`src/rtl/i2c_bit_controller.sv`:
```
// I2C master bit sequencer: runs START / STOP / WRITE / READ bit commands against the
// external SCL generator and the synchronised bus lines, reporting done, rd_bit and arb_lost.
module i2c_bit_controller #(
   parameter int unsigned HOLD_CYCLES = 4
) (
   input  logic       clk,
   input  logic       rst_n,
   input  logic       en,
   input  logic       cmd_valid,
   output logic       cmd_ready,
   input  logic [1:0] cmd,
   input  logic       cmd_bit,
   output logic       done,
   output logic       rd_bit,
   output logic       arb_lost,
   output logic       busy,
   output logic       scl_en,
   output logic       scl_wait,
   input  logic       scl_i,
   input  logic       sda_i,
   output logic       sda_o
);

   typedef enum logic [1:0] {
      CMD_START = 2'b00,
      CMD_STOP  = 2'b01,
      CMD_WRITE = 2'b10,
      CMD_READ  = 2'b11
   } cmd_t;

   typedef enum logic [4:0] {
      S_IDLE, S_START_HOLD, S_START_FALL, S_PARKED,
      S_RS_SETUP, S_RS_RISE, S_RS_HOLD1, S_RS_HOLD2, S_RS_FALL,
      S_WR_SETUP, S_WR_RISE, S_WR_FALL,
      S_RD_SETUP, S_RD_RISE, S_RD_FALL,
      S_STOP_SETUP, S_STOP_RISE, S_STOP_HOLD1, S_STOP_HOLD2
   } state_t;

   localparam logic [7:0] HOLD_LAST = 8'(HOLD_CYCLES - 1);

   state_t     state, state_n;
   logic [7:0] cnt, cnt_n;
   logic       bit_q, bit_n;
   logic       rd_sample, samp_n;
   logic       scl_en_n, scl_wait_n, sda_n, done_n, arb_n, busy_n, rd_n;
   logic [1:0] scl_sync, sda_sync;
   logic       scl_last;
   logic       scl_s, sda_s, scl_rise, scl_fall, hold_end;

   // Both lines share the same sync depth so SDA is sampled aligned with the SCL edge.
   assign scl_s     = scl_sync[1];
   assign sda_s     = sda_sync[1];
   assign scl_rise  = !scl_last && scl_s;
   assign scl_fall  = scl_last && !scl_s;
   assign hold_end  = (cnt == HOLD_LAST);
   assign cmd_ready = en && (state == S_IDLE || state == S_PARKED);

   always_comb begin
      state_n    = state;
      cnt_n      = cnt;
      bit_n      = bit_q;
      samp_n     = rd_sample;
      scl_en_n   = scl_en;
      scl_wait_n = scl_wait;
      sda_n      = sda_o;
      done_n     = 1'b0;
      arb_n      = 1'b0;
      busy_n     = busy;
      rd_n       = rd_bit;
      if (!en) begin
         state_n    = S_IDLE;
         cnt_n      = '0;
         bit_n      = 1'b0;
         samp_n     = 1'b0;
         scl_en_n   = 1'b0;
         scl_wait_n = 1'b0;
         sda_n      = 1'b1;
         busy_n     = 1'b0;
         rd_n       = 1'b0;
      end else begin
         case (state)
            S_IDLE: begin
               if (cmd_valid) begin
                  case (cmd_t'(cmd))
                     CMD_START: begin
                        if (!scl_s || !sda_s) begin
                           arb_n = 1'b1;
                        end else begin
                           sda_n   = 1'b0;
                           cnt_n   = '0;
                           state_n = S_START_HOLD;
                        end
                     end
                     CMD_STOP:            done_n = 1'b1;
                     CMD_WRITE, CMD_READ: arb_n  = 1'b1;
                  endcase
               end
            end
            S_START_HOLD: begin
               if (hold_end) begin
                  scl_en_n   = 1'b1;
                  scl_wait_n = 1'b0;
                  state_n    = S_START_FALL;
               end else begin
                  cnt_n = cnt + 8'd1;
               end
            end
            S_START_FALL: begin
               if (scl_fall) begin
                  scl_wait_n = 1'b1;
                  done_n     = 1'b1;
                  busy_n     = 1'b1;
                  state_n    = S_PARKED;
               end
            end
            S_PARKED: begin
               if (cmd_valid) begin
                  bit_n = cmd_bit;
                  // SDA settles here with SCL still parked; the SETUP states release SCL one cycle later.
                  case (cmd_t'(cmd))
                     CMD_START: begin sda_n = 1'b1;    state_n = S_RS_SETUP;   end
                     CMD_STOP:  begin sda_n = 1'b0;    state_n = S_STOP_SETUP; end
                     CMD_WRITE: begin sda_n = cmd_bit; state_n = S_WR_SETUP;   end
                     CMD_READ:  begin sda_n = 1'b1;    state_n = S_RD_SETUP;   end
                  endcase
               end
            end
            S_RS_SETUP:   begin scl_wait_n = 1'b0; state_n = S_RS_RISE;   end
            S_WR_SETUP:   begin scl_wait_n = 1'b0; state_n = S_WR_RISE;   end
            S_RD_SETUP:   begin scl_wait_n = 1'b0; state_n = S_RD_RISE;   end
            S_STOP_SETUP: begin scl_wait_n = 1'b0; state_n = S_STOP_RISE; end
            S_RS_RISE: begin
               if (scl_rise) begin
                  cnt_n   = '0;
                  state_n = S_RS_HOLD1;
               end
            end
            S_RS_HOLD1: begin
               if (hold_end) begin
                  sda_n   = 1'b0;
                  cnt_n   = '0;
                  state_n = S_RS_HOLD2;
               end else begin
                  cnt_n = cnt + 8'd1;
               end
            end
            S_RS_HOLD2: begin
               if (hold_end) state_n = S_RS_FALL;
               else          cnt_n   = cnt + 8'd1;
            end
            S_WR_RISE: begin
               if (scl_rise) begin
                  if (bit_q && !sda_s) begin
                     arb_n      = 1'b1;
                     sda_n      = 1'b1;
                     scl_en_n   = 1'b0;
                     scl_wait_n = 1'b0;
                     busy_n     = 1'b0;
                     state_n    = S_IDLE;
                  end else begin
                     state_n = S_WR_FALL;
                  end
               end
            end
            S_RD_RISE: begin
               if (scl_rise) begin
                  samp_n  = sda_s;
                  state_n = S_RD_FALL;
               end
            end
            S_RS_FALL, S_WR_FALL, S_RD_FALL: begin
               if (scl_fall) begin
                  scl_wait_n = 1'b1;
                  done_n     = 1'b1;
                  state_n    = S_PARKED;
                  if (state == S_RD_FALL) rd_n = rd_sample;
               end
            end
            S_STOP_RISE: begin
               if (scl_rise) begin
                  scl_en_n = 1'b0;
                  cnt_n    = '0;
                  state_n  = S_STOP_HOLD1;
               end
            end
            S_STOP_HOLD1: begin
               if (hold_end) begin
                  sda_n   = 1'b1;
                  cnt_n   = '0;
                  state_n = S_STOP_HOLD2;
               end else begin
                  cnt_n = cnt + 8'd1;
               end
            end
            S_STOP_HOLD2: begin
               if (hold_end) begin
                  done_n  = 1'b1;
                  busy_n  = 1'b0;
                  state_n = S_IDLE;
               end else begin
                  cnt_n = cnt + 8'd1;
               end
            end
            default: state_n = S_IDLE;
         endcase
      end
   end

   always_ff @(posedge clk or negedge rst_n) begin
      if (!rst_n) begin
         state     <= S_IDLE;
         cnt       <= '0;
         bit_q     <= 1'b0;
         rd_sample <= 1'b0;
         scl_en    <= 1'b0;
         scl_wait  <= 1'b0;
         sda_o     <= 1'b1;
         done      <= 1'b0;
         arb_lost  <= 1'b0;
         busy      <= 1'b0;
         rd_bit    <= 1'b0;
         scl_sync  <= '1;
         sda_sync  <= '1;
         scl_last  <= 1'b1;
      end else begin
         state     <= state_n;
         cnt       <= cnt_n;
         bit_q     <= bit_n;
         rd_sample <= samp_n;
         scl_en    <= scl_en_n;
         scl_wait  <= scl_wait_n;
         sda_o     <= sda_n;
         done      <= done_n;
         arb_lost  <= arb_n;
         busy      <= busy_n;
         rd_bit    <= rd_n;
         scl_sync  <= {scl_sync[0], scl_i};
         sda_sync  <= {sda_sync[0], sda_i};
         scl_last  <= scl_s;
      end
   end

endmodule

```
`config.mk`:
```
export PLATFORM = sky130hd
export DESIGN_NAME = i2c_bit_controller
export DESIGN_NICKNAME = d
export VERILOG_FILES = /design/src/rtl/i2c_bit_controller.sv
export SDC_FILE = /design/constraint.sdc
export NUM_CORES = 1
export LEC_CHECK = 0
export CELL_PAD_IN_SITES_DETAIL_PLACEMENT = 0
export CELL_PAD_IN_SITES_GLOBAL_PLACEMENT = 1
export CORE_MARGIN = 3
export CORE_UTILIZATION = 23
export DETAILED_ROUTE_END_ITERATION = 6
export HOLD_SLACK_MARGIN = 0.12
export MAX_ROUTING_LAYER = met4
export PLACE_DENSITY = 0.48
export SYNTH_ARGS = -nofsm -noshare
export SYNTH_HDL_FRONTEND = slang
export SYNTH_SLANG_ARGS = --single-unit
```
`constraint.sdc`:
```
create_clock -name clk -period 2.41 [get_ports clk]
set_clock_uncertainty 0.1 [all_clocks]
set_input_delay 0.482 -clock clk [delete_from_list [all_inputs] [get_ports clk]]
set_output_delay 0.482 -clock clk [all_outputs]
set_load 0.05 [all_outputs]
```
* Yosys cells after proc, flatten, opt, wreduce, memory -nomap -nowiden *
Cells that the tools add are included.

storage, ports and cells
  bits in registers = 27
  input bits = 9
  word-level logic and storage cells = 165

cells by class
  $add $sub $neg = 1
  equal/unequal tests = 52
  muxes and demuxes = 70
  reductions and logical operators = 28

operator list
  kind                                                                    count
  5-bit case mux with 16 select lines                                     1
  5-bit 2-to-1 mux                                                        15
  8-bit 2-to-1 mux                                                        7
  3-bit != test (second input constant)                                   15
  5-bit by 4-bit equality test with 1-bit output (second input constant)  8
  1-bit 2-to-1 mux                                                        36
  8-bit case mux with 4 select lines                                      1
  5-bit by 3-bit equality test with 1-bit output (second input constant)  4
  5-bit case mux with 4 select lines                                      1
  5-bit equality test (second input constant)                             3
  5-bit AND reduction                                                     3
  2-bit by 1-bit != test with 1-bit output (second input constant)        7
  14-bit AND reduction                                                    1
  1-bit case mux with 3 select lines                                      4
  5-bit by 2-bit equality test with 1-bit output (second input constant)  2
  3-bit by 2-bit != test with 1-bit output (second input constant)        3
  9-bit AND reduction                                                     1
  8-bit by 1-bit adder with 8-bit output (second input constant)          1
  8-bit by 2-bit equality test with 1-bit output (second input constant)  1
  4-bit by 1-bit != test with 1-bit output (second input constant)        2
  2-bit OR reduction                                                      4
  4-bit OR reduction                                                      2
  6-bit by 1-bit != test with 1-bit output (second input constant)        1
  6-bit AND reduction                                                     1
  17 further kinds                                                        27

* Longest topological paths before layout *
Gate-level depths: netlist of the first run.

  depth in word-level cells = 7
  gate-level depth with buffers = 8
  depth with buffers taken out = 7

* Worst setup path after synthesis of the first run *
OpenSTA, ideal clock, no wires.

  kind = register to register
  from = reg cnt[0]
  to = reg state[0]
  library setup time = 125 ps
  arrival time = 2,091 ps
  path slack = 94 ps
  cell stages (with the launch flop) = 8
  path buffers = 1
  clock period less this slack = 2,316 ps
  cells stage by stage = dfrtp_1 > ha_1 > or4b_4 > nor4_4 > a2111oi_4 > nand4bb_1 > buf_6 > mux2_4

between the ends
  longest elaborated chain between the ends = 3
  elaborated cells on any way between the ends = 7

RTL lines
  what                                              line  RTL
  from (decl)                                       42    logic [7:0] cnt, cnt_n;
  from (signal assigned)                            227   cnt <= cnt_n;
  8-bit by 2-bit equality test with 1-bit output *  55    assign hold_end = (cnt == HOLD_LAST);
  3-bit != test (no source line)                    -
  14-bit AND reduction (no source line) *           -
  to (signal assigned)                              226   state <= state_n;
  to (decl)                                         41    state_t state, state_n;

Every way passes the cells marked *; elsewhere a longest branch is shown, timed or not.
A chain may end at the register's enable or synchronous reset.

* Final worst setup path of the first run *
  from = reg state[2]
  to = out cmd_ready

between the ends
  longest elaborated chain between the ends = 3
  elaborated cells on any way between the ends = 4

RTL lines
  what                                                                                        line  RTL
  5-bit by 2-bit equality test with 1-bit output / 5-bit logical NOT (equally long branches)  56    assign cmd_ready = en && (state == S_IDLE || state == S_PARKED);
  1-bit logical OR *                                                                          56
  1-bit logical AND *                                                                         56
  to (decl)                                                                                   10    output logic cmd_ready,

Marked as above.

==> results of run 1 <==
routing by layer:
layer  vias up  GRT usage  part of all wire
met4         0    0.03579             0.015
li1        978          -                 -
met1       941     0.1848              0.48
met5         -          -                 0
met3         8    0.02273             0.031
met2        37     0.2203              0.47
metrics by stage:
stage	TNS, ns	cell area [um2]	power (W)	worst slack (ns)	hold slack [ns]
after floorplan	0	2101	0.001488	0.09386	0.08641
after global placement	-1.376	2681	0.002138	-0.1791	0.2452
after detailed placement	-0.2775	2681	0.002107	-0.09018	0.2470
after CTS	0	2741	0.002415	0.01354	0.2640
after global routing	0	2788	0.002593	0.007281	0.2667
final	0	2788	0.002430	0.09990	0.2625
final timing paths:
| kind | start | end | slack [ns] | cells after the start |
|---|---|---|---|---|
| setup / recovery | state[2] | cmd_ready | 0.1 | 5 |
| hold / removal | scl_sync[0] | scl_sync[1] | 0.26 | 0 |
| setup reg to reg | cnt[1] | state[1] | 0.1 | 8 |
| hold reg to reg | scl_sync[0] | scl_sync[1] | 0.26 | 0 |
| max in group asynchronous | rst_n | sda_sync[1] | 1.41 | 2 |
| min in group asynchronous | rst_n | state[2] | 0.47 | 2 |
kinds of logic (layout without fill, tap and decap cells):
group | count (synthesis) | in the layout | synth area share
xor gates and xnor gates | 3 | 3 | 0.01251
DFF | 27 | 27 | 0.3252
AOI/OAI and AO/OA | 60 | 60 | 0.2168
adders and majority gates | 7 | 7 | 0.04169
muxes | 10 | 10 | 0.05777
buffers and inverters | 29 | 75 | 0.05717
and+or+nand+nor | 106 | 106 | 0.2889
final cells by class:
cell class | instances | area share
repair buffers | 57 | 0.1890
inverters | 14 | 0.01885
well taps | 108 | 0.04847
flip-flops and latches | 27 | 0.2451
clock buffers | 3 | 0.01481
multi-input cells | 186 | 0.4820
clock inverters | 1 | 0.001795
where the power goes:
group | switching [W] | total [W] | leakage (nW) | internal (W)
combinational | 0.000814 | 0.00156 | 0.774 | 0.000742
clock | 0.000163 | 0.000279 | 0.0255 | 0.000117
sequential | 0.0000690 | 0.000595 | 0.351 | 0.000526
layout by cell type, fill, tap and decap left out, types with 3 or more instances in the layout:
cell	synthesis	final
buf_4	0	37
dfrtp_1	21	21
nand2_1	20	19
nor2_1	16	16
a21oi_1	14	14
clkdlybuf4s50_1	0	14
inv_1	13	13
nand2b_1	12	12
nor2b_1	11	11
nand3_1	11	11
o31ai_1	7	7
o21ai_0	6	6
nor3_1	6	6
o221ai_1	6	6
ha_1	7	6
dfstp_2	6	6
nand4_1	5	5
mux2i_1	5	5
buf_12	0	5
nor4_1	4	4
mux2_4	4	4
and3_1	3	3
nor4bb_1	3	3
or3_1	3	3
clkbuf_8	0	3
sequential cells by signal, summed over array words and instances (netlist names):
name / count
arb_lost: 1
bit_q: 1
busy: 1
cnt: 8
done: 1
rd_bit: 1
rd_sample: 1
scl_en: 1
scl_last: 1
scl_sync: 2
scl_wait: 1
sda_o: 1
sda_sync: 2
state: 5
what timing repair did:
| item | CTS | global route |
|---|---|---|
| setup buffers | 0 | 2 |
| resized for setup | 3 | 4 |
| endpoints found under the setup margin | 1 | 11 |
| hold buffers | 0 | 0 |
| pin swaps | 0 | 1 |
==> run_results.csv, run 1 <==
group,metric,value,unit
grt,grt_use_total,0.1393,
grt,antenna_found_initial,0,
worst_setup_path,slowest_delay,0.44,ns
finish,diodes,0,
clock_tree,cts_tree,"done",
worst_setup_path,crit_path_start_kind,"flip-flop",
synth,yosysTopAreaCell,"dfrtp_1",
floorplanning,die_width,101.6,um
timing,min_period,2.310,ns
synth,synth_area,0.002101,mm2
worst_setup_path,end_kind,"primary output",
worst_setup_path,setup.worst_path.class,"reg -> out",
finish,multi_input_area,0.001344,mm2
min_path,min_path_type,"reg -> reg",
place,dp_hpwl,4957,um
clock_tree,cts-htree-levels,1,
finish,fin_nets,305,
finish,drive_above_1_share,0.2431,
worst_setup_path,critical_path_required,1.83,ns
run_status,outcome,"complete, no violations",
place,io_buffers,16,
worst_setup_path,cp_top_family,"buffers and inverters",
floorplanning,design.die.area,0.01032,mm2
synth,synth_area_leaders,"dfrtp_1 (25%), dfstp_2 (7.5%), ha_1 (4.2%), nand2_1 (3.6%), nand2b_1 (3.6%)",
clock_tree,insertion_delay,0.28,ns
worst_setup_path,crit_slowest_cell,"dfrtp_1",
power,ir_worst_vdd,0.0004400,V
floorplanning,die_h,101.6,um
detailed_routing,drt_wl_total,6628,um
grt,grt_pass1_wl,10960,um
finish,fill_cells,906,
floorplanning,core_area,0.008806,mm2
timing,worst_slew_pin_slew,0.6052,ns
synth,ys.flop_type,"dfrtp_1",
finish,stdcell_count,396,
clock_tree,cts_num_sinks,27,
finish,area.growth.synth_to_final,32.70,%
synth,syn_inst,242,
detailed_routing,drc,0,
detailed_routing,drtPass1Iterations,4,
clock_tree,clk_path_buf_depth,2,
grt,globalRouteOverflowTotal,0,
timing,relSlewSlack,0.5911,
synth,ys_types,58,
power,p_per_area,871.6,mW/mm2
synth,synth_commonest_cells,"dfrtp_1 (21), nand2_1 (20), nor2_1 (16)",
synth,ys_seq_area_frac,0.3252,
grt,grt_max_degree,32,
job,maxCapViolations,0,
worst_setup_path,crit_fanout,17,
clock_tree,cts.clk_slew.worst_paths,0.10,ns
synth,synth_top_area_frac,0.2501,
place,gp_congestion,0.8196,
timing,finalMaxSlewViolations,0,
clock_tree,cts_root_buffer,"clkbuf_8",
floorplanning,ioPinCount,17,
clock_tree,cts-buffers-inserted,3,
synth,syn_nets,258,
worst_setup_path,path_buf_inv,3,
detailed_routing,ant_nets,0,
detailed_routing,viasPerCell,4.960,
worst_setup_path,cp_common_cell,"buf_12",
detailed_routing,wire_per_inst,16.74,um
detailed_routing,drt_iter0_drc,91,
timing,finalSetupViolations,0,
timing,fin_crit_sh,0.9585,
power,p_leak,1.151,nW
synth,synth-edff-count,0,
timing,hold_violations,0,
floorplanning,fp-row-count,34,
timing,rsz0062_at_grt,"no",
finish,fin_util,0.3166,
floorplanning,start_util,0.2386,
synth,synth.avg_cell_area,8.681,um2
grt,grt_pass1_vias,2019,
synth,synth.most_common_cell,"dfrtp_1",
synth,ys_warn_count,0,
synth,ys_ff_latch,27,
timing,clock.fmax,432.9,MHz
place,dp.cells,390,
synth,async_reset_ff_frac,1.000,
worst_setup_path,arrival,1.73,ns
worst_setup_path,cp_cell_sequence,"buf_12 > nor4b_4 > buf_4 > and3_1 > buf_12",
detailed_routing,vias,1964,
finish,regArea,683.2,um2
(Power assumes the default switching activity.)
==> inputs of run 2 (changes only) <==
- GPL_TIMING_DRIVEN: not set -> 1
==> results of run 2 <==
Final layout, timing and power as in run 1 (identical DEF).
==> inputs of run 3 (changes only) <==
- CELL_PAD_IN_SITES_DETAIL_PLACEMENT: 0 -> not set
- CELL_PAD_IN_SITES_GLOBAL_PLACEMENT: 1 -> not set
- PLACE_DENSITY: 0.48 -> 0.4
==> run 3 against run 2 <==
Power is 4.2% lower. Final area is 3.1% lower. Maximum frequency hardly changed. Count of clock-buffer cells in the layout unchanged. Sequential power down 1%. Non-clock buffer count down 2. Hold slack better by 0.0010 ns. Wire length fell by 4.0%. Flip-flop and latch count is the same. First-iteration DRC count up 2.2%. Via count up 1.8%. Cell count decreased by 0.51%. Critical endpoint is now state[0]. Highest routed layer unchanged.
==> run_results.csv, run 3 (synthesis results as in run 1) <==
group,metric,value,unit
detailed_routing,drt_iter0_drc,93,
floorplanning,fp-row-count,34,
timing,hold_violations,0,
worst_setup_path,crit_path_start_kind,"flip-flop",
run_status,outcome,"complete, no violations",
worst_setup_path,crit_fanout,5,
power,p_per_area,862.1,mW/mm2
grt,antenna_found_initial,0,
clock_tree,cts_tree,"done",
min_path,hp-start,"scl_sync[0]",
clock_tree,hold_buffers,0,
finish,fin_area,0.002700,mm2
finish,fill_cells,940,
timing,relSlewSlack,0.6606,
worst_setup_path,critical_path_required,2.48,ns
floorplanning,core_area,0.008806,mm2
worst_setup_path,timing.rr.end,"state[0]",
worst_setup_path,r2r_start,"cnt[1]",
detailed_routing,drtPass1Iterations,4,
floorplanning,design.die.area,0.01032,mm2
worst_setup_path,end_kind,"flip-flop",
floorplanning,die_width,101.6,um
grt,grt_pass1_wl,10550,um
finish,area.growth.synth_to_final,28.53,%
floorplanning,ioPinCount,17,
timing,worst_slew_pin_slew,0.5075,ns
detailed_routing,ant_nets,0,
timing,setup_tns,0,ns
grt,grt_pass1_vias,1974,
power,p_leak,1.116,nW
clock_tree,cts_num_sinks,27,
finish,largest_reg_flops,8,
place,preCtsSetupSlack,-0.1586,ns
detailed_routing,drt_wl_total,6366,um
clock_tree,cts-htree-levels,1,
timing,clock.fmax,432.7,MHz
grt,grt_use_total,0.1324,
min_path,holdPathEnd,"scl_sync[1]",
finish,diodes,0,
place,gp_congestion,0.8533,
place,postPlaceCellArea,0.002624,mm2
timing,min_period,2.311,ns
worst_setup_path,arrival,2.38,ns
worst_setup_path,reg2reg_depth,8,
detailed_routing,vias,2000,
min_path,min_path_type,"reg -> reg",
timing,fin_crit_sh,0.9588,
finish,fin_util,0.3066,
min_path,whs_path_depth,0,
job,maxCapViolations,0,
timing,setup_ws,0.09919,ns
finish,top_register,"cnt",
place,io_buffers,16,
finish,drive_above_1_share,0.2343,
timing,finalMaxSlewViolations,0,
clock_tree,cts_root_buffer,"clkbuf_8",
clock_tree,cts-buffers-inserted,3,
finish,reg_top3,"cnt (8), state (5)",
place,dp_hpwl,4840,um
finish,final_cell_mix,"buf_4 (39), dfrtp_1 (21), nand2_1 (20), nor2_1 (16)",
grt,globalRouteOverflowTotal,0,
timing,finalSetupViolations,0,
clock_tree,insertion_delay,0.28,ns
grt,grt_max_degree,32,
clock_tree,clk_path_buf_depth,2,
floorplanning,start_util,0.2386,
finish,fin_nets,303,
finish,multi_input_area,0.001321,mm2
finish,layout_commonest_cell,"buf_4",
detailed_routing,wire_per_inst,16.16,um
worst_setup_path,reg2reg_setup_slack,0.1,ns
detailed_routing,drc,0,
clock_tree,cts.clk_slew.worst_paths,0.11,ns
power,ir_worst_vdd,0.0003974,V
worst_setup_path,setup.worst_path.class,"reg -> reg",
finish,regArea,683.2,um2
floorplanning,die_h,101.6,um
detailed_routing,viasPerCell,5.076,
timing,rsz0062_at_grt,"no",
[run 3: critical path, stage by stage (launching register included)]
cell	delay, ns
dfrtp_1	0.42
ha_4	0.16
or4b_4	0.47
nor4_4	0.13
buf_4	0.18
a2111oi_4	0.04
nand4bb_1	0.21
buf_4	0.18
mux2_4	0.30
[run 3: final cells by class]
class | instances | area share
Inverter | 14 | 0.01946
Sequential cell | 27 | 0.2530
Clock buffer | 3 | 0.01529
Tap cell | 108 | 0.05005
Clock inverter | 1 | 0.001854
Timing Repair Buffer | 55 | 0.1710
Multi-Input combinational cell | 186 | 0.4893
[run 3: worst max-delay path by stage]
stage	from	end	slack, ns	cells after the start
floorplan	cnt[0]	state[0]	0.09	7
global placement	en	state[2]	-0.10	7
detailed placement	en	state[0]	-0.16	7
CTS	cnt[1]	state[0]	0.03	8
global route	cnt[1]	state[2]	0.003	8
finish	cnt[1]	state[0]	0.1	8
[run 3: routing by layer]
metal / GRT usage / vias to the layer above / part of all wire
li1: - / 975 / -
met1: 0.1795 / 973 / 0.48
met2: 0.2062 / 44 / 0.47
met3: 0.02410 / 8 / 0.036
met4: 0.02761 / 0 / 0.014
met5: - / - / 0
[run 3: repair_timing]
item,4_1_cts,5_1_grt
buffers inserted,1,0
gates resized for setup,1,4
endpoints found under the setup margin,2,5
pin swaps,0,2
[run 3: power breakdown]
| part | total (W) | switching, W | leakage (nW) | internal (W) |
|---|---|---|---|---|
| combinational | 0.00147 | 0.000803 | 0.740 | 0.000664 |
| clock | 0.000274 | 0.000158 | 0.0255 | 0.000116 |
| sequential | 0.000587 | 0.0000605 | 0.351 | 0.000526 |
| total | 0.00233 | 0.00102 | 1.12 | 0.00131 |
[run 3: metrics by stage]
step / hold slack [ns] / cells / total power (W)
floorplan: 0.08641 / 242 / 0.001488
global placement: 0.2457 / 389 / 0.002039
detailed placement: 0.2491 / 389 / 0.002023
CTS: 0.2666 / 394 / 0.002328
global route: 0.2707 / 394 / 0.002497
finish: 0.2635 / 394 / 0.002328
